File: src/rtl/multicycle_control_fsm_pkg.sv
// Shared definitions for the multicycle RV32I controller: opcodes, state
// encodings, ALUOp / ALU control codes and the datapath mux select values.
package multicycle_control_fsm_pkg;

    // Supported opcodes (instr[6:0])
    localparam logic [6:0] OP_LW  = 7'b0000011;
    localparam logic [6:0] OP_SW  = 7'b0100011;
    localparam logic [6:0] OP_R   = 7'b0110011;
    localparam logic [6:0] OP_I   = 7'b0010011;
    localparam logic [6:0] OP_JAL = 7'b1101111;
    localparam logic [6:0] OP_BEQ = 7'b1100011;

    typedef enum logic [3:0] {
        S_FETCH    = 4'd0,
        S_DECODE   = 4'd1,
        S_MEMADR   = 4'd2,
        S_MEMREAD  = 4'd3,
        S_MEMWB    = 4'd4,
        S_MEMWRITE = 4'd5,
        S_EXECUTER = 4'd6,
        S_EXECUTEI = 4'd7,
        S_ALUWB    = 4'd8,
        S_BEQ      = 4'd9,
        S_JAL      = 4'd10
    } state_t;

    // ALUOp from the FSM to the ALU decoder
    localparam logic [1:0] ALUOP_ADD   = 2'b00;
    localparam logic [1:0] ALUOP_SUB   = 2'b01;
    localparam logic [1:0] ALUOP_FUNCT = 2'b10;

    // ALU control codes, shared with the datapath ALU
    localparam logic [2:0] ALU_ADD = 3'b000;
    localparam logic [2:0] ALU_SUB = 3'b001;
    localparam logic [2:0] ALU_AND = 3'b010;
    localparam logic [2:0] ALU_OR  = 3'b011;
    localparam logic [2:0] ALU_SLT = 3'b101;

    // Immediate formats
    localparam logic [1:0] IMM_I = 2'b00;
    localparam logic [1:0] IMM_S = 2'b01;
    localparam logic [1:0] IMM_B = 2'b10;
    localparam logic [1:0] IMM_J = 2'b11;

    // ALU A / B sources
    localparam logic [1:0] SRCA_PC    = 2'b00;
    localparam logic [1:0] SRCA_OLDPC = 2'b01;
    localparam logic [1:0] SRCA_RS1   = 2'b10;
    localparam logic [1:0] SRCB_RS2   = 2'b00;
    localparam logic [1:0] SRCB_IMM   = 2'b01;
    localparam logic [1:0] SRCB_FOUR  = 2'b10;

    // Result mux and memory address mux
    localparam logic [1:0] RES_ALUOUT = 2'b00;
    localparam logic [1:0] RES_MEMDAT = 2'b01;
    localparam logic [1:0] RES_ALU    = 2'b10;
    localparam logic       ADR_PC     = 1'b0;
    localparam logic       ADR_RESULT = 1'b1;

    // Immediate format chosen purely from the opcode, independent of state
    function automatic logic [1:0] imm_decode(input logic [6:0] op);
        logic [1:0] imm;
        case (op)
            OP_SW:   imm = IMM_S;
            OP_BEQ:  imm = IMM_B;
            OP_JAL:  imm = IMM_J;
            default: imm = IMM_I;
        endcase
        return imm;
    endfunction

endpackage

File: src/rtl/multicycle_control_fsm_aludec.sv
// ALU decoder: maps ALUOp plus funct3/funct7b5/op[5] to the ALU control code.
module multicycle_control_fsm_aludec
    import multicycle_control_fsm_pkg::*;
(
    input  logic [1:0] aluop,
    input  logic [2:0] funct3,
    input  logic       funct7b5,
    input  logic       opb5,
    output logic [2:0] alucontrol
);

    always_comb begin
        alucontrol = ALU_ADD;
        case (aluop)
            ALUOP_ADD: alucontrol = ALU_ADD;
            ALUOP_SUB: alucontrol = ALU_SUB;
            ALUOP_FUNCT: begin
                case (funct3)
                    // only R-type with funct7b5 set is a subtract; addi never is
                    3'b000:  alucontrol = (opb5 & funct7b5) ? ALU_SUB : ALU_ADD;
                    3'b010:  alucontrol = ALU_SLT;
                    3'b110:  alucontrol = ALU_OR;
                    3'b111:  alucontrol = ALU_AND;
                    default: alucontrol = ALU_ADD;
                endcase
            end
            default: alucontrol = ALU_ADD;
        endcase
    end

endmodule

File: src/rtl/multicycle_control_fsm.sv
// Moore main controller for the multicycle RV32I subset: sequences
// fetch/decode/execute/memory/writeback over a shared ALU and memory port.
module multicycle_control_fsm
    import multicycle_control_fsm_pkg::*;
(
    input  logic       clk,
    input  logic       reset,
    input  logic [6:0] op,
    input  logic [2:0] funct3,
    input  logic       funct7b5,
    input  logic       zero,
    output logic [1:0] immsrc,
    output logic [1:0] alusrca,
    output logic [1:0] alusrcb,
    output logic [1:0] resultsrc,
    output logic       adrsrc,
    output logic [2:0] alucontrol,
    output logic       irwrite,
    output logic       pcwrite,
    output logic       regwrite,
    output logic       memwrite,
    output logic       illegal
);

    state_t     state_reg;
    state_t     state_next;

    logic [1:0] alusrca_next;
    logic [1:0] alusrcb_next;
    logic [1:0] resultsrc_next;
    logic       adrsrc_next;
    logic [1:0] aluop_next;
    logic       irwrite_next;
    logic       pcupdate_next;
    logic       branch_next;
    logic       regwrite_next;
    logic       memwrite_next;
    logic       illegal_next;
    logic [1:0] aluop;

    always_ff @(posedge clk or posedge reset) begin
        if (reset) begin
            state_reg <= S_FETCH;
        end else begin
            state_reg <= state_next;
        end
    end

    always_comb begin
        state_next     = S_FETCH;
        alusrca_next   = SRCA_PC;
        alusrcb_next   = SRCB_RS2;
        resultsrc_next = RES_ALUOUT;
        adrsrc_next    = ADR_PC;
        aluop_next     = ALUOP_ADD;
        irwrite_next   = 1'b0;
        pcupdate_next  = 1'b0;
        branch_next    = 1'b0;
        regwrite_next  = 1'b0;
        memwrite_next  = 1'b0;
        illegal_next   = 1'b0;

        case (state_reg)
            S_FETCH: begin
                irwrite_next   = 1'b1;
                pcupdate_next  = 1'b1;
                alusrcb_next   = SRCB_FOUR;
                resultsrc_next = RES_ALU;
                state_next     = S_DECODE;
            end
            S_DECODE: begin
                // branch target precomputed here while the register file is read
                alusrca_next = SRCA_OLDPC;
                alusrcb_next = SRCB_IMM;
                case (op)
                    OP_LW, OP_SW: state_next = S_MEMADR;
                    OP_R:         state_next = S_EXECUTER;
                    OP_I:         state_next = S_EXECUTEI;
                    OP_JAL:       state_next = S_JAL;
                    OP_BEQ:       state_next = S_BEQ;
                    default: begin
                        state_next   = S_FETCH;
                        illegal_next = 1'b1;
                    end
                endcase
            end
            S_MEMADR: begin
                alusrca_next = SRCA_RS1;
                alusrcb_next = SRCB_IMM;
                state_next   = (op == OP_LW) ? S_MEMREAD : S_MEMWRITE;
            end
            S_MEMREAD: begin
                adrsrc_next = ADR_RESULT;
                state_next  = S_MEMWB;
            end
            S_MEMWB: begin
                resultsrc_next = RES_MEMDAT;
                regwrite_next  = 1'b1;
                state_next     = S_FETCH;
            end
            S_MEMWRITE: begin
                adrsrc_next   = ADR_RESULT;
                memwrite_next = 1'b1;
                state_next    = S_FETCH;
            end
            S_EXECUTER: begin
                alusrca_next = SRCA_RS1;
                aluop_next   = ALUOP_FUNCT;
                state_next   = S_ALUWB;
            end
            S_EXECUTEI: begin
                alusrca_next = SRCA_RS1;
                alusrcb_next = SRCB_IMM;
                aluop_next   = ALUOP_FUNCT;
                state_next   = S_ALUWB;
            end
            S_ALUWB: begin
                regwrite_next = 1'b1;
                state_next    = S_FETCH;
            end
            S_BEQ: begin
                alusrca_next = SRCA_RS1;
                aluop_next   = ALUOP_SUB;
                branch_next  = 1'b1;
                state_next   = S_FETCH;
            end
            S_JAL: begin
                alusrca_next  = SRCA_OLDPC;
                alusrcb_next  = SRCB_FOUR;
                pcupdate_next = 1'b1;
                state_next    = S_ALUWB;
            end
            default: state_next = S_FETCH;
        endcase
    end

    // While reset is high the selects show FETCH values and every strobe is held low
    assign alusrca   = reset ? SRCA_PC   : alusrca_next;
    assign alusrcb   = reset ? SRCB_FOUR : alusrcb_next;
    assign resultsrc = reset ? RES_ALU   : resultsrc_next;
    assign adrsrc    = reset ? ADR_PC    : adrsrc_next;
    assign aluop     = reset ? ALUOP_ADD : aluop_next;

    assign irwrite  = irwrite_next  & ~reset;
    assign pcwrite  = (pcupdate_next | (branch_next & zero)) & ~reset;
    assign regwrite = regwrite_next & ~reset;
    assign memwrite = memwrite_next & ~reset;
    assign illegal  = illegal_next  & ~reset;

    assign immsrc = imm_decode(op);

    multicycle_control_fsm_aludec u_aludec (
        .aluop      (aluop),
        .funct3     (funct3),
        .funct7b5   (funct7b5),
        .opb5       (op[5]),
        .alucontrol (alucontrol)
    );

endmodule

File: config.mk
export PLATFORM = sky130hd
export DESIGN_NAME = multicycle_control_fsm
export DESIGN_NICKNAME = d
export VERILOG_FILES = /design/src/rtl/multicycle_control_fsm_pkg.sv /design/src/rtl/multicycle_control_fsm_aludec.sv /design/src/rtl/multicycle_control_fsm.sv
export SDC_FILE = /design/constraint.sdc
export NUM_CORES = 1
export LEC_CHECK = 0
export BUFFER_PORTS_ARGS = -buffer_cell sky130_fd_sc_hd__buf_2
export CORE_MARGIN = 2
export CORE_UTILIZATION = 48
export CTS_CLUSTER_SIZE = 16
export DETAILED_ROUTE_END_ITERATION = 10
export PLACE_DENSITY = 0.92
export SLEW_MARGIN = 20
export SYNTH_ARGS = -nofsm -noshare
export SYNTH_HDL_FRONTEND = slang
export SYNTH_SLANG_ARGS = --single-unit
export TNS_END_PERCENT = 5
File: constraint.sdc
create_clock -name clk -period 5 [get_ports clk]
set_input_delay 1 -clock clk [delete_from_list [all_inputs] [get_ports clk]]
set_output_delay 1 -clock clk [all_outputs]
set_load 0.02 [all_outputs]
== Yosys cells after proc, flatten, opt, wreduce, memory -nomap -nowiden ==
Index checks and enable logic that the tools add are counted.

* Input port bits: 14
* Logic and storage cells: 67
* Flip-flop bits (word level): 4
* Output and inout port bits: 17

* Equal/unequal tests: 21
* Bitwise operators: 9
* Mux-type cells: 24
* Reduce and logical (&&, ||, !) cells: 12

{| class="wikitable"
|+ Operator list
! cell !! count
|-
| 4-bit one-hot mux with 5 select lines || 2
|-
| 4-bit by 3-bit == test with 1-bit output (second input constant) || 4
|-
| 2-bit one-hot mux with 2 select lines || 4
|-
| 7-bit by 6-bit == test with 1-bit output (second input constant) || 2
|-
| 7-bit == test (second input constant) || 2
|-
| 4-bit == test (second input constant) || 3
|-
| 3-bit one-hot mux with 4 select lines || 1
|-
| 2-bit OR reduction || 6
|-
| 1-bit two-way mux || 10
|-
| 4-bit by 2-bit == test with 1-bit output (second input constant) || 2
|-
| 2-bit two-way mux || 4
|-
| 1-bit AND || 7
|-
| 7-bit by 2-bit == test with 1-bit output (second input constant) || 1
|-
| 7-bit by 5-bit == test with 1-bit output (second input constant) || 1
|-
| 3-bit == test (second input constant) || 2
|-
| 2-bit one-hot mux with 3 select lines || 1
|-
| 3-bit one-hot mux with 2 select lines || 1
|-
| 3-bit OR reduction || 2
|-
| 6-bit OR reduction || 1
|-
| 4-bit by 1-bit == test with 1-bit output (second input constant) || 1
|-
| 4-bit zero test || 1
|-
| 4-bit OR reduction || 1
|-
| 3-bit by 2-bit == test with 1-bit output (second input constant) || 1
|-
| 3-bit zero test || 1
|-
| 5 further kinds || 5
|}

== Longest topological paths before layout ==
* Depth after elaboration: 6
* Mapped depth: 8
* Depth with buffers taken out: 7

== Cells and area by module ==
A second synthesis with hierarchy kept.

* Cell total of the unflattened synthesis: 85
* Area, all modules: 664.4 µm²

{| class="wikitable"
|+ By module, submodules not included
! module !! seq. area each (µm²) !! cells each !! instances !! area each (µm²)
|-
| multicycle_control_fsm || 100.1 || 74 || 1 || 568.0
|-
| multicycle_control_fsm_aludec || 0.0 || 11 || 1 || 96.3
|}

== Worst setup path after synthesis ==
Ideal clock, no wire load.

* Path type: input to output
* From: input reset
* To: output alucontrol[1]
* Stages: 5
* Data required time: 4000 ps
* Setup slack: 1906 ps
* Path buffers: 0
* Data arrival time: 2094 ps
* Cells stage by stage: inv_1 -> nand3_1 -> inv_1 -> ha_1 -> nor3b_1

* Longest elaborated chain between the ends: 3
* Elaborated cells on any way between the ends: 4
* Those cells by class: eq/ne (2); mux (2)

{| class="wikitable"
|+ Ends and longest elaborated chain
! element !! line !! text
|-
| from (decl) || multicycle_control_fsm.sv:7 || <nowiki>input logic reset,</nowiki>
|-
| 2-bit two-way mux (*) || multicycle_control_fsm.sv:142 || <nowiki>assign aluop = reset ? ALUOP_ADD : aluop_next;</nowiki>
|-
| 2-bit == test or 2-bit by 1-bit == test with 1-bit output (tied branches) || multicycle_control_fsm_aludec.sv:14 || <nowiki>case (aluop)</nowiki>
|-
| 3-bit one-hot mux with 2 select lines (*) || multicycle_control_fsm_aludec.sv:14 ||
|-
| to (decl) || multicycle_control_fsm.sv:17 || <nowiki>output logic [2:0] alucontrol,</nowiki>
|}

Mark *: on every way between the ends. The rest lies on a longest branch, timed or not.

== Worst setup path in the final report ==
* From: input reset
* To: output alucontrol[0]

The elaborated chain is that of the path after synthesis.

==> impl_metrics.json <==
{
  "outcome": "completed",
  "skew_ns": 0.00772,
  "max_stage_delay_ns": 0.22,
  "cap_violations": 0,
  "fmax_ghz": 0.307,
  "design_area_sq_um": 803,
  "cp.required_ns": 4.00,
  "cts-root-buf": "clkbuf_4",
  "synthArstFlopShare": 1.00,
  "post-route-util": 0.625,
  "grt_overflow": 0,
  "initial_core_util": 0.505,
  "drive_above_1_share": 0.383,
  "die_y_microns": 40.8,
  "tns_ns": 0,
  "clock_sinks": 4,
  "rrSetupSlack_ns": 3.70,
  "synth_cell_types": 39,
  "pre_cts_ws_ns": 1.74,
  "drc_errors": 0,
  "synth-edff-count": 0,
  "areaGrowthSynthToFinish_pct": 23.7,
  "slew_headroom": 0.690,
  "worst_setup_path_start_kind": "input pin",
  "cts_setup_buffers": 0,
  "antenna_left": 0,
  "worstMarginPinSlew_ns": 0.465,
  "io_buffers": 30,
  "synth.avg_cell_area_sq_um": 7.46,
  "synth_seq_cells": 4,
  "hold_start": "state_reg[0]",
  "cp-end-kind": "primary output",
  "post_cts_resized": 0,
  "cp_slowest_cell": "inv_1",
  "grt_max_degree": 15,
  "antennaDiodeCount": 0,
  "final_cell_mix": "buf_2, nor2_1, inv_1, nand2_1",
  "place_inst": 127,
  "maxSlewViolCount": 0,
  "power.density_nw_per_um2": 262,
  "crit_chain": "buf_2 > inv_1 > nand3_1 > inv_1 > ha_1 > nor2b_1 > o21ai_0 > a21oi_1 > buf_2",
  "r2r-end": "state_reg[1]",
  "p_leak_uw": 0.000432,
  "synth_area_sq_um": 649,
  "vdd.ir_drop.worst_mv": 0.190,
  "cts.hold.buffers_added": 0,
  "wl_microns": 1450,
  "wl_per_cell_microns": 11.1,
  "crit_fanout": 8,
  "rsz0062_at_grt": "false",
  "place_congestion": 0.823,
  "crit_end": "alucontrol[0]",
  "clk_latency_ns": 0.24,
  "hp-class": "register to register",
  "min_period_over_period": 0.652,
  "setup_viol": 0,
  "synth_area_leaders": "dfrtp_1, nor2b_1, a2111oi_2",
  "clk_pin_slew_ns": 0.03,
  "cts_tree": "yes",
  "syn_nets": 103,
  "synth_seq_area_share": 0.154,
  "viasPerCell": 5.48,
  "r2r.worst_path.cells": 2,
  "vias": 712,
  "reg2reg_from": "state_reg[3]",
  "synth_top_area_cell": "dfrtp_1",
  "layout_setup_ws_ns": 1.74,
  "placed_area_sq_um": 781,
  "boundaryPins": 31,
  "synth_warnings": 0,
  "groute.usage.overall": 0.207,
  "die_area_sq_um": 1660,
  "synth_top_flop_cell": "dfrtp_1",
  "largest_register_ffs": 4,
  "drtPass1Iterations": 4,
  "cp.arrival_ns": 2.26,
  "rows": 13,
  "die_x_microns": 40.8,
  "hold_viol": 0,
  "grt_pass1_vias": 561,
  "mostFrequentLayoutCell": "buf_2",
  "cts_max_level": 1,
  "postSynthCellCount": 87,
  "antenna_found_initial": 0,
  "finalNetCount": 133,
  "crit_start": "reset",
  "fin_crit_ns": 3.26,
  "cts_buffer_depth": 2,
  "path_class": "input pin to primary output",
  "final_cells": 130,
  "cts_buffers": 3,
  "synth_top_area_frac": 0.154,
  "core-area_sq_um": 1280,
  "hpwl_microns": 1150,
  "grt_pass1_wl_microns": 2310,
  "drt_iter0_drc": 14
}
## routing by layer
layer / vias to the layer above / GRT usage / wire, microns
li1: 376 / - / -
met1: 313 / 0.275 / 660
met2: 23 / 0.332 / 719
met3: 0 / 0.0489 / 68
met4: 0 / 0.0500 / 0
met5: - / 0 / 0
## through the flow
| stage | hold slack (ns) | power (uW) |
|---|---|---|
| finish | 0.700 | 211 |
| global route | 0.751 | 228 |
| global placement | 0.679 | 166 |
| CTS | 0.694 | 211 |
| floorplan | 0.573 | 138 |
| detailed placement | 0.693 | 170 |
## critical path: cells and delay by family
kind,cells,cell delay [ns]
AND/OR/NAND/NOR,2,0.25
AO/OA/AOI/OAI,2,0.22
buffers and inverters,4,0.63
adder cells (fa/ha/maj),1,0.15
## logic make-up (layout without fill, tap and decap cells)
kind of cell	count (synthesis)	count (layout)	share of synthesized area
buffers and inverters	12	40	0.0982
multiplexers	1	1	0.0154
XOR/XNOR	4	4	0.0540
adder cells (fa/ha/maj)	2	2	0.0385
AND/OR/NAND/NOR	47	47	0.437
AO/OA/AOI/OAI	17	17	0.202
flip-flops	4	4	0.154
## worst min path at each step
stage | slack, ns | end | cells past startpoint
floorplan | 0.57 | state_reg[0] | 2
global placement | 0.68 | state_reg[0] | 1
detailed placement | 0.69 | state_reg[0] | 1
CTS | 0.69 | state_reg[0] | 1
global route | 0.75 | state_reg[0] | 1
finish | 0.70 | state_reg[0] | 1
## where the power goes
| part | switching (uW) | total (uW) | internal, uW |
|---|---|---|---|
| sequential | 15.7 | 52.9 | 37.2 |
| combinational | 70.7 | 117 | 46.3 |
| clock | 13.8 | 40.7 | 26.9 |
## layout make-up
type	count	area (sq um)
flip-flops and latches	4	100
multi-input cells	71	485
fillers	114	482
well taps	15	18.8
repair buffers	30	150
inverters	7	26.3
clock buffers	3	22.5
## synthesized netlist by cell type (3+ instances only)
cell,instances
nor2_1,8
inv_1,6
nand2_1,6
a21oi_1,5
nor2b_1,5
dfrtp_1,4
nand3_1,4
nor3_1,4
and3b_1,3
buf_2,3
nor3b_1,3
Power figures use the tool's default switching activity.
